[config.mk]
export PLATFORM = sky130hd
export DESIGN_NAME = pc_stack_unit
export DESIGN_NICKNAME = d
export VERILOG_FILES = /design/src/rtl/pc_stack_unit.sv
export SDC_FILE = /design/constraint.sdc
export NUM_CORES = 1
export LEC_CHECK = 0
export ABC_CLOCK_PERIOD_IN_PS = 2750
export BUFFER_PORTS_ARGS = -buffer_cell sky130_fd_sc_hd__buf_2
export CORE_ASPECT_RATIO = 1.75
export CORE_UTILIZATION = 56
export CTS_BUF_LIST = sky130_fd_sc_hd__clkbuf_8
export CTS_CLUSTER_DIAMETER = 30
export DETAILED_ROUTE_END_ITERATION = 7
export GPL_TIMING_DRIVEN = 0
export HOLD_SLACK_MARGIN = 0.15
export PLACE_DENSITY = 0.91
export SLEW_MARGIN = 20
export SYNTH_ARGS = -nofsm -noshare
export SYNTH_HDL_FRONTEND = slang
export SYNTH_SLANG_ARGS = --single-unit
[constraint.sdc]
create_clock -name clk -period 2.75 [get_ports clk]
set_clock_uncertainty 0.15 [all_clocks]
set_input_delay 0.55 -clock clk [delete_from_list [all_inputs] [get_ports clk]]
set_output_delay 0.55 -clock clk [all_outputs]
set_load 0.05 [all_outputs]
[src/rtl/pc_stack_unit.sv]
// Program counter with a small hardware return stack for call/return.
// One command per clock edge, priority ret > call > lp > cp; sticky overflow/underflow flags.
module pc_stack_unit #(
  parameter int                ADDR_W    = 4,
  parameter int                DEPTH     = 4,
  parameter logic [ADDR_W-1:0] RESET_VEC = '0
) (
  input  logic                         clk,
  input  logic                         rst,
  input  logic                         cp,
  input  logic                         lp,
  input  logic                         ep,
  input  logic                         call,
  input  logic                         ret,
  input  logic                         err_clr,
  input  logic [ADDR_W-1:0]            bus_in,
  output logic [ADDR_W-1:0]            bus_out,
  output logic [ADDR_W-1:0]            pc,
  output logic [$clog2(DEPTH+1)-1:0]   sp,
  output logic                         full,
  output logic                         empty,
  output logic                         ovf,
  output logic                         unf
);

  localparam int SP_W = $clog2(DEPTH+1);

  logic [ADDR_W-1:0]       pc_reg, pc_next;
  logic [SP_W-1:0]         sp_reg, sp_next;
  logic                    ovf_reg, ovf_next;
  logic                    unf_reg, unf_next;
  logic                    push_en;
  logic                    ovf_evt, unf_evt;
  logic                    full_w, empty_w;
  logic [ADDR_W-1:0]       ret_addr;
  logic [SP_W-1:0]         pop_idx;
  logic [ADDR_W-1:0]       pop_data;
  logic [DEPTH*ADDR_W-1:0] stack_flat;

  assign full_w   = (sp_reg == SP_W'(DEPTH));
  assign empty_w  = (sp_reg == '0);
  assign ret_addr = pc_reg + ADDR_W'(1);
  assign pop_idx  = sp_reg - SP_W'(1);

  // Stack entries carry no reset: anything at or above sp is never read.
  genvar gi;
  generate
    for (gi = 0; gi < DEPTH; gi++) begin : g_stack
      logic [ADDR_W-1:0] entry_reg;
      always_ff @(posedge clk) begin
        if (push_en && (sp_reg == SP_W'(gi)))
          entry_reg <= ret_addr;
      end
      assign stack_flat[gi*ADDR_W +: ADDR_W] = entry_reg;
    end
  endgenerate

  always_comb begin
    pop_data = '0;
    for (int i = 0; i < DEPTH; i++) begin
      if (pop_idx == SP_W'(i))
        pop_data = stack_flat[i*ADDR_W +: ADDR_W];
    end
  end

  always_comb begin
    pc_next = pc_reg;
    sp_next = sp_reg;
    push_en = 1'b0;
    ovf_evt = 1'b0;
    unf_evt = 1'b0;
    if (ret) begin
      if (!empty_w) begin
        pc_next = pop_data;
        sp_next = sp_reg - SP_W'(1);
      end else begin
        unf_evt = 1'b1;
      end
    end else if (call) begin
      if (!full_w) begin
        push_en = 1'b1;
        pc_next = bus_in;
        sp_next = sp_reg + SP_W'(1);
      end else begin
        ovf_evt = 1'b1;
      end
    end else if (lp) begin
      pc_next = bus_in;
    end else if (cp) begin
      pc_next = pc_reg + ADDR_W'(1);
    end
  end

  // A new event on the same edge as err_clr leaves its flag set.
  assign ovf_next = (ovf_reg & ~err_clr) | ovf_evt;
  assign unf_next = (unf_reg & ~err_clr) | unf_evt;

  always_ff @(posedge clk or posedge rst) begin
    if (rst) begin
      pc_reg  <= RESET_VEC;
      sp_reg  <= '0;
      ovf_reg <= 1'b0;
      unf_reg <= 1'b0;
    end else begin
      pc_reg  <= pc_next;
      sp_reg  <= sp_next;
      ovf_reg <= ovf_next;
      unf_reg <= unf_next;
    end
  end

  assign pc      = pc_reg;
  assign sp      = sp_reg;
  assign full    = full_w;
  assign empty   = empty_w;
  assign ovf     = ovf_reg;
  assign unf     = unf_reg;
  assign bus_out = ep ? pc_reg : '0;

endmodule

==> run summary <==
Setup violations remaining at the end of the flow were counted as 0. The post-route netlist has 25.17% of its cells at a drive strength greater than 1. The core region area is 0.002273 mm^2, and the HPWL reported at the end of detailed placement is 2418 um.

The floorplan step set the die width to 39.17 um. The initial DRC count is 19. Compared with the post-synthesis result, the final layout area differs by 16.08%.

Start point of the worst min-delay path: err_clr. Leaving out fill and tap cells, the most frequent cell in the layout is sky130_fd_sc_hd__buf_2. Buffers placed on the I/O ports in this run total 26. The main combinational cell family by area after synthesis is compound AO/OA/AOI/OAI gates. In this run the worst path has a maximum fanout of 9.

Number of buffers on the longest clock path: 2. For this run, the leading register cell type out of synthesis is sky130_fd_sc_hd__edfxtp_1. Clock-pin slew on the worst setup and hold paths: 0.08 ns. Detailed routing placed a total of 101 um of wire on met3.

The worst path uses 92.03% of the clock period. The total number of placement rows came out at 23. Entering global routing, the biggest net connects 15 pins.

Share of the synthesized area in the top cell type: 35.49%. Using the TritonRoute via totals, the vias-per-cell ratio works out to 6.233. Relative max-transition margin: 61.21%. The tools report the worst path required time as 2.05 ns.

STA classifies the critical path startpoint as a flop. The uppermost layer routed is met4. The area share of xor/xnor cells in the synthesized design came out at 2.588%. Gates resized during post-CTS repair numbered 0. A synthesized cell averages 11.67 um^2. The flop and latch count out of synthesis was 25. In this run the critical register-to-register path is launched from sp[0]$_DFFE_PP0P_. For the worst-skew pair, the clock arrives at the later sink with an insertion delay of 0.27 ns. The die is 67.04 um tall. Of the total synthesized cell area, the portion taken by full adders, half adders and majority gates is 7.394%.

The run gives 40 as the number of library cell types mapped by synthesis. The tree is rooted in a sky130_fd_sc_hd__clkbuf_8. The routed layout has 1,072 vias. The share of flip-flops with an asynchronous set or reset is 36.00%. The count of nets left with antenna violations once routing finished came out at 0.

The worst-case IR drop observed on VDD is 1063 uV. The logs give 0.3951 GHz for the peak clock frequency supported by timing and 1,130 for the number of global-route vias before repair. Cell count after synthesis: 116.

The tools report the max-slew violation total from the final report as 0. The run gives 0 as the total of max-cap violations. The total number of yosys warnings was 0; the sum of met2 wire segment lengths after detailed routing was 1812 um. In the final routing, the length of wire on met1 measures 1047 um. The slew at the pin closest to its max-slew limit came out at 0.5775 ns. TritonCTS built the clock tree. After detailed routing, the average wire length per cell comes to 18.12 um. The register with the most flip-flops in the layout has 16 of them. Final total power: 1.876 mW. The tightest min-delay check is of the in2reg type.

In the post-synthesis netlist, the biggest area contributors are sky130_fd_sc_hd__edfxtp_1 (35%), sky130_fd_sc_hd__dfrtp_1 (17%), sky130_fd_sc_hd__ha_1 (7.4%). After detailed routing, the number of remaining DRC violations is 0. The logs give 28.18% for the overall fraction of global-route tracks in use and 1 for the count of H-tree levels built during CTS. In the final design database the tool counted 168 nets.

The run gives 0.7749 as the weighted congestion at the end of routability-driven global placement. Setup repair after global routing left no endpoint under its margin. STA classifies the critical path endpoint as a primary output.

In this run the power density over the cells is 1194 mW/mm^2. The largest total area in the synthesized netlist belongs to sky130_fd_sc_hd__edfxtp_1. STA puts the critical path data arrival time at 1.83 ns.

The first global-routing pass estimated 4899 um of wire. The flow ran to the end, and the final reports show no timing, DRC or antenna violations. The reported leakage power came out at 0.6881 nW. The clock drives 25 sinks. The start-to-end type of the worst setup path is reg2out. After synthesis the cells add up to 0.001354 mm^2. The repair_antennas step left the layout with diodes totalling 0.

The run gives 0 as the initial antenna violation count. Global routing finished with a remaining overflow of 0. For this run, the register share of the synthesized area comes to 52.13%.

Count of endpoints failing hold in the final timing report: 0. Of the total synthesized cell area, the portion taken by AND, OR, NAND and NOR gates is 15.16%. Leaving out fill and tap cells, the most frequent cells in the layout are sky130_fd_sc_hd__buf_2 (28), sky130_fd_sc_hd__edfxtp_1 (16), sky130_fd_sc_hd__inv_1 (9), sky130_fd_sc_hd__dfrtp_1 (9), sky130_fd_sc_hd__ha_1 (8). In this run the post-CTS setup repair buffer count came out at 0. For the die outline area, the log shows 0.002626 mm^2. The number of nets in the synthesized netlist is 136. The number of clock buffers added by TritonCTS is 3.

After detailed routing, the total wire length is 3117 um. For this configuration, the core starts out at a cell density of 59.55%. The tools report the number of detailed-routing iterations run before antenna repair as 4. For this design the top-level I/O count stands at 27. After synthesis, the share of cell area in mux cells is 3.050%.

The complex-gate fraction of the synthesized area was 15.90%; the sum of negative setup slack was 0 ns. Launch point of the worst path: sp[0]$_DFFE_PP0P_. In this run, synthesis inferred 16 flip-flops with an integrated enable. For the finished layout, the period the worst path requires is 2.531 ns.
==> timing repair <==
action,4_1_cts,5_1_grt
hold buffers,1,0
setup endpoints to repair,0,0
endpoints found under the hold margin,9,0
==> worst max-delay path, cell delays in order (launching register included) <==
cell,delay (ns)
sky130_fd_sc_hd__dfrtp_1,0.48
sky130_fd_sc_hd__inv_1,0.14
sky130_fd_sc_hd__ha_1,0.15
sky130_fd_sc_hd__buf_2,0.20
sky130_fd_sc_hd__nand2_1,0.19
sky130_fd_sc_hd__inv_1,0.13
sky130_fd_sc_hd__buf_2,0.27
==> worst paths after layout <==
| path | end | slack [ns] | depth (start not counted) |
|---|---|---|---|
| max | full | 0.22 | 6 |
| min | ovf$_DFF_PP0_ | 0.36 | 2 |
| max reg2reg | pc[0]$_DFFE_PP0P_ | 0.49 | 7 |
| min reg2reg | unf$_DFF_PP0_ | 0.43 | 2 |
| max in group asynchronous | pc[0]$_DFFE_PP0P_ | 1.53 | 3 |
| min in group asynchronous | unf$_DFF_PP0_ | 0.67 | 3 |
==> layout make-up <==
class	instances	area, um^2
sequential	25	705.7
fill	166	701.9
multi-input combinational	78	596.8
timing repair buffer	27	140.1
clock buffer	3	41.29
inverter	11	41.29
tap	25	31.28
buffer	2	10.01
clock inverter	1	5.005
==> logic make-up (layout without fill, tap and decap cells) <==
family / Yosys count / after routing
and+or+nand+nor: 34 / 34
AOI/OAI and AO/OA: 28 / 28
DFF: 25 / 25
buffers and inverters: 13 / 44
adders and majority gates: 8 / 8
xor gates and xnor gates: 4 / 4
muxes: 4 / 4
==> power breakdown <==
part | internal, mW | switching, mW | total, mW
Clock | 0.101 | 0.109 | 0.211
Combinational | 0.319 | 0.722 | 1.04
Sequential | 0.529 | 0.0953 | 0.624
Total | 0.949 | 0.927 | 1.88
==> cell usage after synthesis (2+ instances only) <==
cell type,count
sky130_fd_sc_hd__buf_2,2
sky130_fd_sc_hd__o21ai_0,4
sky130_fd_sc_hd__and3b_1,2
sky130_fd_sc_hd__dfrtp_1,9
sky130_fd_sc_hd__o22ai_1,4
sky130_fd_sc_hd__and3_1,4
sky130_fd_sc_hd__o211ai_1,2
sky130_fd_sc_hd__mux2i_1,3
sky130_fd_sc_hd__nand2b_1,6
sky130_fd_sc_hd__xnor2_1,2
sky130_fd_sc_hd__nand3b_1,3
sky130_fd_sc_hd__xor2_1,2
sky130_fd_sc_hd__nor2_1,3
sky130_fd_sc_hd__o32a_1,2
sky130_fd_sc_hd__and2_1,4
sky130_fd_sc_hd__nand2_1,6
sky130_fd_sc_hd__inv_1,9
sky130_fd_sc_hd__a211oi_1,3
sky130_fd_sc_hd__a21oi_1,3
sky130_fd_sc_hd__edfxtp_1,16
sky130_fd_sc_hd__ha_1,8
==> metal layers <==
metal,vias up,track usage (%)
met5,-,0
met4,0,15.95
met2,42,52.50
li1,494,-
met1,519,27.11
met3,17,3.667
==> stage by stage <==
stage / cell area (um^2) / setup slack, ns / util, % / cells / hold slack (ns)
5_1_grt: 1572 / 0.1299 / 69.12 / 172 / 0.3578
6_report: 1572 / 0.2192 / 69.12 / 172 / 0.3650
3_5_place_dp: 1515 / 0.4759 / 66.65 / 167 / 0.3776
3_3_place_gp: 1515 / 0.5651 / 66.65 / 167 / 0.3620
2_1_floorplan: 1354 / 0.2239 / - / 116 / 0.2279
4_1_cts: 1572 / 0.2230 / 69.12 / 172 / 0.3553
Power figures use the tool's default switching activity.
